File: config.mk
export PLATFORM = sky130hd
export DESIGN_NAME = alu_seq
export DESIGN_NICKNAME = d
export VERILOG_FILES = /design/src/rtl/alu_seq.sv
export SDC_FILE = /design/constraint.sdc
export NUM_CORES = 1
export LEC_CHECK = 0
export ABC_AREA = 1
export CAP_MARGIN = 10
export CORE_MARGIN = 10
export CORE_UTILIZATION = 35
export CTS_CLUSTER_SIZE = 14
export DETAILED_ROUTE_END_ITERATION = 8
export PLACE_DENSITY = 0.56
export SLEW_MARGIN = 30
export SYNTH_ARGS = -nofsm -noshare
export SYNTH_HDL_FRONTEND = slang
export SYNTH_SLANG_ARGS = --single-unit
File: constraint.sdc
create_clock -name CLK -period 2.29 [get_ports CLK]
set_input_delay 0.229 -clock CLK [delete_from_list [all_inputs] [get_ports CLK]]
set_output_delay 0.229 -clock CLK [all_outputs]
set_load 0.005 [all_outputs]
File: src/rtl/alu_seq.sv
// rtl/alu_seq.sv - sequencing ALU feeding the accumulator write port
// Define ALU_SEQ_MUL_EN to build the iterative shift-add multiply for opcode 0xB.
module alu_seq #(
    parameter int WIDTH     = 8,
    parameter int MUL_ITERS = WIDTH
) (
    input  logic             CLK,
    input  logic             RESET,
    input  logic             start,
    input  logic [3:0]       op,
    input  logic [WIDTH-1:0] a_in,
    input  logic [WIDTH-1:0] b_in,
    output logic [WIDTH-1:0] result,
    output logic [WIDTH-1:0] result_hi,
    output logic [3:0]       flags,
    output logic             busy,
    output logic             done,
    output logic             acc_we
);

    localparam int M = WIDTH - 1;

    typedef enum logic [1:0] {S_IDLE, S_EXEC, S_MUL, S_DONE} state_t;
    state_t state, state_nxt;

    logic [3:0]       op_r;
    logic [WIDTH-1:0] a_r, b_r;
    logic [WIDTH-1:0] alu_res;
    logic [WIDTH:0]   ext;
    logic             alu_c, alu_v;

`ifdef ALU_SEQ_MUL_EN
    localparam int CW = $clog2(MUL_ITERS + 1);
    logic [2*WIDTH-1:0] prod, prod_nxt;
    logic [WIDTH:0]     mul_sum;
    logic [CW-1:0]      cnt;
    logic               mul_last;

    // Multiplier sits in the low half of prod and is consumed one bit per iteration.
    assign mul_sum  = {1'b0, prod[2*WIDTH-1:WIDTH]} + (prod[0] ? {1'b0, a_r} : '0);
    assign prod_nxt = {mul_sum, prod[WIDTH-1:1]};
    assign mul_last = (cnt == CW'(MUL_ITERS - 1));
`else
    localparam int unused_mul_iters = MUL_ITERS;
`endif

    always_ff @(posedge CLK) begin
        if (RESET) state <= S_IDLE;
        else       state <= state_nxt;
    end

    always_comb begin
        state_nxt = state;
        case (state)
            S_IDLE: begin
                if (start) begin
`ifdef ALU_SEQ_MUL_EN
                    state_nxt = (op == 4'hB) ? S_MUL : S_EXEC;
`else
                    state_nxt = S_EXEC;
`endif
                end
            end
            S_EXEC: state_nxt = S_DONE;
`ifdef ALU_SEQ_MUL_EN
            S_MUL:  state_nxt = mul_last ? S_DONE : S_MUL;
`endif
            S_DONE: state_nxt = S_IDLE;
            default: state_nxt = S_IDLE;
        endcase
    end

    always_comb begin
        busy   = (state != S_IDLE);
        done   = (state == S_DONE);
        acc_we = (state == S_DONE);
    end

    // Single-cycle datapath; C is carry-out / borrow / shifted-out bit.
    always_comb begin
        alu_res = a_r;
        alu_c   = 1'b0;
        alu_v   = 1'b0;
        ext     = '0;
        case (op_r)
            4'h0: begin
                ext     = {1'b0, a_r} + {1'b0, b_r};
                alu_res = ext[M:0];
                alu_c   = ext[WIDTH];
                alu_v   = (a_r[M] == b_r[M]) && (alu_res[M] != a_r[M]);
            end
            4'h1: begin
                ext     = {1'b0, a_r} - {1'b0, b_r};
                alu_res = ext[M:0];
                alu_c   = ext[WIDTH];
                alu_v   = (a_r[M] != b_r[M]) && (alu_res[M] != a_r[M]);
            end
            4'h2: alu_res = a_r & b_r;
            4'h3: alu_res = a_r | b_r;
            4'h4: alu_res = a_r ^ b_r;
            4'h5: alu_res = ~a_r;
            4'h6: begin
                alu_res = {a_r[M-1:0], 1'b0};
                alu_c   = a_r[M];
            end
            4'h7: begin
                alu_res = {1'b0, a_r[M:1]};
                alu_c   = a_r[0];
            end
            4'h8: begin
                ext     = {1'b0, a_r} + (WIDTH+1)'(1);
                alu_res = ext[M:0];
                alu_c   = ext[WIDTH];
                alu_v   = alu_res[M] & ~a_r[M];
            end
            4'h9: begin
                ext     = {1'b0, a_r} - (WIDTH+1)'(1);
                alu_res = ext[M:0];
                alu_c   = ext[WIDTH];
                alu_v   = a_r[M] & ~alu_res[M];
            end
            4'hA: begin
                ext     = {1'b0, a_r} + {1'b0, b_r} + {{WIDTH{1'b0}}, flags[1]};
                alu_res = ext[M:0];
                alu_c   = ext[WIDTH];
                alu_v   = (a_r[M] == b_r[M]) && (alu_res[M] != a_r[M]);
            end
            default: alu_res = a_r;
        endcase
    end

    always_ff @(posedge CLK) begin
        if (RESET) begin
            op_r      <= '0;
            a_r       <= '0;
            b_r       <= '0;
            result    <= '0;
            result_hi <= '0;
            flags     <= '0;
`ifdef ALU_SEQ_MUL_EN
            prod      <= '0;
            cnt       <= '0;
`endif
        end else begin
            if (state == S_IDLE && start) begin
                op_r <= op;
                a_r  <= a_in;
                b_r  <= b_in;
`ifdef ALU_SEQ_MUL_EN
                prod <= {{WIDTH{1'b0}}, b_in};
                cnt  <= '0;
`endif
            end
            if (state == S_EXEC) begin
                result    <= alu_res;
                result_hi <= '0;
                flags     <= {(alu_res == '0), alu_res[M], alu_c, alu_v};
            end
`ifdef ALU_SEQ_MUL_EN
            if (state == S_MUL) begin
                prod <= prod_nxt;
                cnt  <= cnt + CW'(1);
                if (mul_last) begin
                    result    <= prod_nxt[M:0];
                    result_hi <= prod_nxt[2*WIDTH-1:WIDTH];
                    flags     <= {(prod_nxt == '0), prod_nxt[M],
                                  (prod_nxt[2*WIDTH-1:WIDTH] != '0),
                                  (prod_nxt[2*WIDTH-1:WIDTH] != '0)};
                end
            end
`endif
        end
    end

endmodule

==> results_dict.tcl, run 1 <==
set metrics [dict create \
    status "finished, violations left" \
    violations "negative setup slack" \
    diodes 0 \
    yosysWarnings 0 \
    yosys.area.top_type "dfxtp_1" \
    hold_violations 0 \
    drtPass1Iterations 5 \
    fin_ws_ps -62.1 \
    hold_ws_ps 472 \
    crit_fanout 2 \
    period_share_pct 103 \
    maxSlewViolCount 0 \
    drt_first_iter_violations 311 \
    ys_seq_area_share_pct 19.5 \
    h-tree-depth 2 \
    n_fill_cell 961 \
    syn_area_per_cell_sq_um 6.19 \
    wl_per_cell_um 16.4 \
    die_y_um 118 \
    clkLatencyLatePin_ps 290 \
    clk_path_buf_depth 2 \
    cp_slowest_stage_delay_ps 530 \
    row_count 35 \
    crit_start "b_r[0]" \
    grt-ovfl-total 0 \
    via_count 3876 \
    maxCapViolCount 0 \
    syn-cell-area_sq_um 3380 \
    via_per_inst 5.05 \
    drc 0 \
    ir_drop_mv 0.209 \
    worstSetupEndpointType "flop" \
    p_leak_nw 2.10 \
    finClkSkew_ps 2.66 \
    yosysTopAreaCellShare_pct 19.5 \
    critical_path_class "reg2reg" \
    die_x_um 118 \
    crit_path_cell_trace "ha_4, inv_2, fa_2, inv_2, ha_4, a21oi_2, nor3_1, nor2_1, nand3_1, nand2_2, nand2_1, nor2_1, nand3_1, nor2_1, nand2_1, a21oi_2" \
    hpwl_mm 10.2 \
    synth_ff_type "dfxtp_1" \
    final_cell_mix "nand2_1 (116), buf_4 (64), nor2_1 (52)" \
    final_area_sq_um 4610 \
    max_freq_ghz 0.425 \
    required_ps 2520 \
    min-delay-start "flags[0]" \
    r2r_slack_ps -60 \
    cts_buffers 5 \
    synthArstFlopShare_pct 0 \
    power_density_nw_per_um2 519 \
    drt_wl_total_mm 12.6 \
    syn_to_final_growth_pct 36.2 \
    clock-sinks 33 \
    antenna_found_initial 0 \
    finalCriticalPeriod_ps 2350 \
    ioPinCount 46 \
    synth_cells 546 \
    finalSetupViolations 1 \
    synth_edf_count 0 \
    port_buffers 37 \
    clkTransAtPathRegs_ps 70 \
    crit_slowest_cell "fa_2" \
    grt_pass1_wl_mm 20.2 \
    ant_nets 0 \
    drive_above_1_share_pct 25.8 \
    cp.arrival_ps 2580 \
    hp-class "reg2reg" \
    r2r_cells 16 \
    rsz0062_at_grt "true" \
    track_usage_pct 17.4 \
    cp_common_cell "nor2_1" \
    layout.nets 693 \
    synth_cell_types 40 \
    dieArea_sq_um 14000 \
    final_common_cell "nand2_1" \
    cts_root_buffer "clkbuf_8" \
    initial_core_util_pct 36.3 \
    worstSetupStartpointType "flop" \
    placed_cell_area_sq_um 4300 \
    cts_tree "built" \
    synthTopCellsByArea "dfxtp_1 (20%), nand2_1 (13%), ha_1 (11%)" \
    hold_depth 2 \
    grt_max_degree 41 \
    cts_hold_buf 0 \
    grt_pass1_vias 3787 \
    place_congestion 0.986 \
    r2r_start "b_r[0]" \
    core_area_sq_um 9330 \
    synth_seq_cells 33 \
]
## flip-flops by register name (all words and copies together), names as in the netlist
| signal | flops |
|---|---|
| a_r | 8 |
| b_r | 8 |
| result | 7 |
| flags | 4 |
| op_r | 4 |
| state | 2 |
## area by class of cell
class	instances	area, sq um	share of cell area [%]
Timing Repair Buffer	104	902	19.6
Clock buffer	6	72.6	1.58
Clock inverter	2	10.0	0.217
Tap cell	129	161	3.50
Sequential cell	33	664	14.4
Multi-Input combinational cell	429	2540	55.2
Inverter	65	251	5.46
## repair_timing
item,in CTS,in global routing
pin swaps,21,14
setup buffers,2,0
gates cloned,0,0
hold endpoints to repair,0,0
gates resized for setup,23,35
setup endpoints to repair,5,10
## power by group
part	leakage [nW]	switching (mW)	internal, mW
logic	1.78	0.724	0.556
clock network	0.0450	0.235	0.211
registers	0.273	0.0370	0.627
total	2.10	0.995	1.39
## cell families after synthesis
logic type	count (synthesis)	synth area share (%)
flops	33	19.5
simple gates	278	37.4
compound gates	107	17.7
other cells	1	0.111
buf+inv	91	11.9
fa+ha+maj	32	12.3
xor+xnor	4	1.04
## per-layer routing
metal	part of all wire, %	global-route usage (%)	vias up
met1	48	24.4	1798
met2	45	27.1	113
met5	0	0	-
met4	1.5	4.71	0
li1	-	-	1953
met3	5.8	2.38	12
## cell usage after synthesis, types with 2 or more instances
master	number
nor2_1	59
nand3_1	48
nand2_2	11
o211ai_1	3
nand3b_1	2
inv_1	52
buf_4	11
buf_6	2
a21oi_2	2
o22ai_1	5
inv_2	12
o21ai_0	38
xor2_1	3
buf_2	5
or2_2	4
clkbuf_1	8
nand3_2	2
nor2_2	8
nor2_4	3
fa_1	2
ha_1	30
nand2_4	3
a21oi_1	43
a211oi_1	2
o221ai_1	2
o21ai_1	6
or2_1	2
nand4_1	11
dfxtp_1	33
nor3_1	4
nand2_1	121
## path summary, 6_finish.rpt
path                   end
setup / recovery  flags[3]
hold reg to reg   flags[0]
hold / removal    flags[0]
setup reg to reg  flags[3]
## worst max-delay path, delay by kind of cell, from the launching register on
| kind | cells | cell delay [ps] |
|---|---|---|
| AND/OR/NAND/NOR | 9 | 790 |
| AO/OA/AOI/OAI | 2 | 230 |
| adder cells (fa/ha/maj) | 3 | 830 |
| buffers and inverters | 2 | 80 |
| flip-flops | 1 | 360 |
## per-stage QoR
step | utilization, % | TNS (ps) | worst slack, ps | cells | power (mW)
after global routing | 49.4 | -897 | -255 | 768 | 2.55
after floorplan | - | 0 | 0.679 | 553 | 1.32
after global placement | 46.1 | -297 | -131 | 758 | 1.83
final | 49.4 | -62.1 | -62.1 | 768 | 2.39
after CTS | 47.9 | -70.9 | -53.8 | 768 | 2.31
after detailed placement | 46.1 | -399 | -175 | 758 | 1.83
Power figures use the tool's default switching activity.
==> run 2, diff against run 1 <==
Settings changed: CORE_MARGIN 10 to 2, SLEW_MARGIN 30 to default.
==> results_dict.tcl, run 2 (synthesis results as in run 1) <==
set metrics [dict create \
    hold_violations 0 \
    grt_pass1_wl_mm 19.3 \
    clock-sinks 33 \
    finClkSkew_ps 7.88 \
    crit_fanout 3 \
    stdcell_count 773 \
    syn_to_final_growth_pct 42.1 \
    drive_above_1_share_pct 32.3 \
    status "finished, violations left" \
    cp.arrival_ps 2570 \
    clk_path_buf_depth 2 \
    final_common_cell "nand2_1" \
    die_y_um 102 \
    core_area_sq_um 9330 \
    wl_met1_mm 5.79 \
    maxCapViolCount 0 \
    h-tree-depth 2 \
    port_buffers 37 \
    drtPass1Iterations 5 \
    ioPinCount 46 \
    dr_wl_met2_mm 5.72 \
    hp-class "reg2reg" \
    fin_ws_ps -36.0 \
    max_freq_ghz 0.430 \
    worstSetupEndpointType "flop" \
    place_inst 758 \
    maxSlewViolCount 0 \
    worstSetupStartpointType "flop" \
    track_usage_pct 24.1 \
    critical_path_class "reg2reg" \
    dieArea_sq_um 10500 \
    diodes 0 \
    die_x_um 102 \
    wl_per_cell_um 16.1 \
    finalCriticalPeriod_ps 2330 \
    grt-ovfl-total 0 \
    cts_buffers 5 \
    cts_hold_buf 0 \
    topRoutingLayerUsed "met4" \
    wl_met3_um 675 \
    cts_root_buffer "clkbuf_8" \
    ant_nets 0 \
    r2r-end "flags[1]" \
    place_ws_ps -150 \
    min-delay-start "flags[0]" \
    endpoint "flags[1]" \
    period_share_pct 102 \
    r2r_cells 16 \
    via_count 3989 \
    hpwl_mm 9.67 \
    grt_pass1_vias 3765 \
    p_leak_nw 2.17 \
    finalSetupViolations 2 \
    final_cell_mix "nand2_1 (105), buf_4 (67), nor2_1 (49)" \
    drc 0 \
    required_ps 2530 \
    violations "negative setup slack" \
    drt_wl_total_mm 12.4 \
    cts_tree "built" \
    via_per_inst 5.16 \
    power_density_nw_per_um2 542 \
    top_regs "a_r: 8 flops, b_r: 8 flops, result: 7 flops" \
    layout.nets 698 \
    crit_start "a_r[0]" \
    r2r_start "a_r[0]" \
    rsz0062_at_grt "true" \
    r2r_slack_ps -40 \
    clkTransAtPathRegs_ps 70 \
    final_core_util_pct 51.5 \
    initial_core_util_pct 36.3 \
    clkLatencyLatePin_ps 300 \
    ir_drop_mv 0.264 \
    row_count 35 \
    antenna_found_initial 0 \
    place_congestion 1.04 \
    grt_max_degree 41 \
    drt_first_iter_violations 257 \
]
==> run 2: through the flow <==
stage          hold slack (ps)  setup TNS [ps]  total power, mW  area [sq um]
2_1_floorplan              291               0             1.32          3410
3_3_place_gp               456            -165             1.81          4300
3_5_place_dp               467            -293             1.82          4300
4_1_cts                    475               0             2.47          4510
5_1_grt                    516            -729             2.77          4800
6_report                   484           -68.9             2.61          4800
==> run 2: power by group <==
part / internal [mW] / switching, mW
Clock: 0.355 / 0.238
Sequential: 0.628 / 0.0387
Combinational: 0.592 / 0.753
Total: 1.58 / 1.03
==> run 2: critical path, stage by stage (launching register included) <==
cell and delay (ps):
dfxtp_2 340, ha_4 160, inv_2 60, fa_2 450, inv_2 100, ha_4 150
inv_2 40, nor2_4 90, nand2_2 80, nor2_4 130, nand3_2 120, nor2_2 130
xor2_1 140, nand2_1 60, nand3_1 60, nand2_1 60, a21oi_2 100
==> run 2: per-layer routing <==
layer	vias up	global-route usage, %
met4	0	5.74
met5	-	0
met1	1857	34.7
met3	19	2.12
li1	1969	-
met2	144	38.9
==> run 2: repair_timing <==
item,4_1_cts,5_1_grt
setup endpoints to repair,4,8
setup buffers,3,5
gates resized for setup,25,74
pin swaps,22,30
==> run 2: cell type report <==
| type | count | area [sq um] |
|---|---|---|
| Clock buffer | 7 | 86.3 |
| Clock inverter | 1 | 30.0 |
| Fill cell | 919 | 4520 |
| Inverter | 65 | 251 |
| Multi-Input combinational cell | 429 | 2660 |
| Sequential cell | 33 | 669 |
| Tap cell | 129 | 161 |
| Timing Repair Buffer | 109 | 947 |
==> run 2: worst min-delay path by stage <==
stage / end / slack (ps) / depth (start not counted)
final: flags[0] / 480 / 2
after floorplan: flags[3] / 290 / 1
after global routing: flags[0] / 520 / 2
after CTS: flags[0] / 480 / 2
after global placement: flags[0] / 460 / 2
after detailed placement: flags[0] / 470 / 2
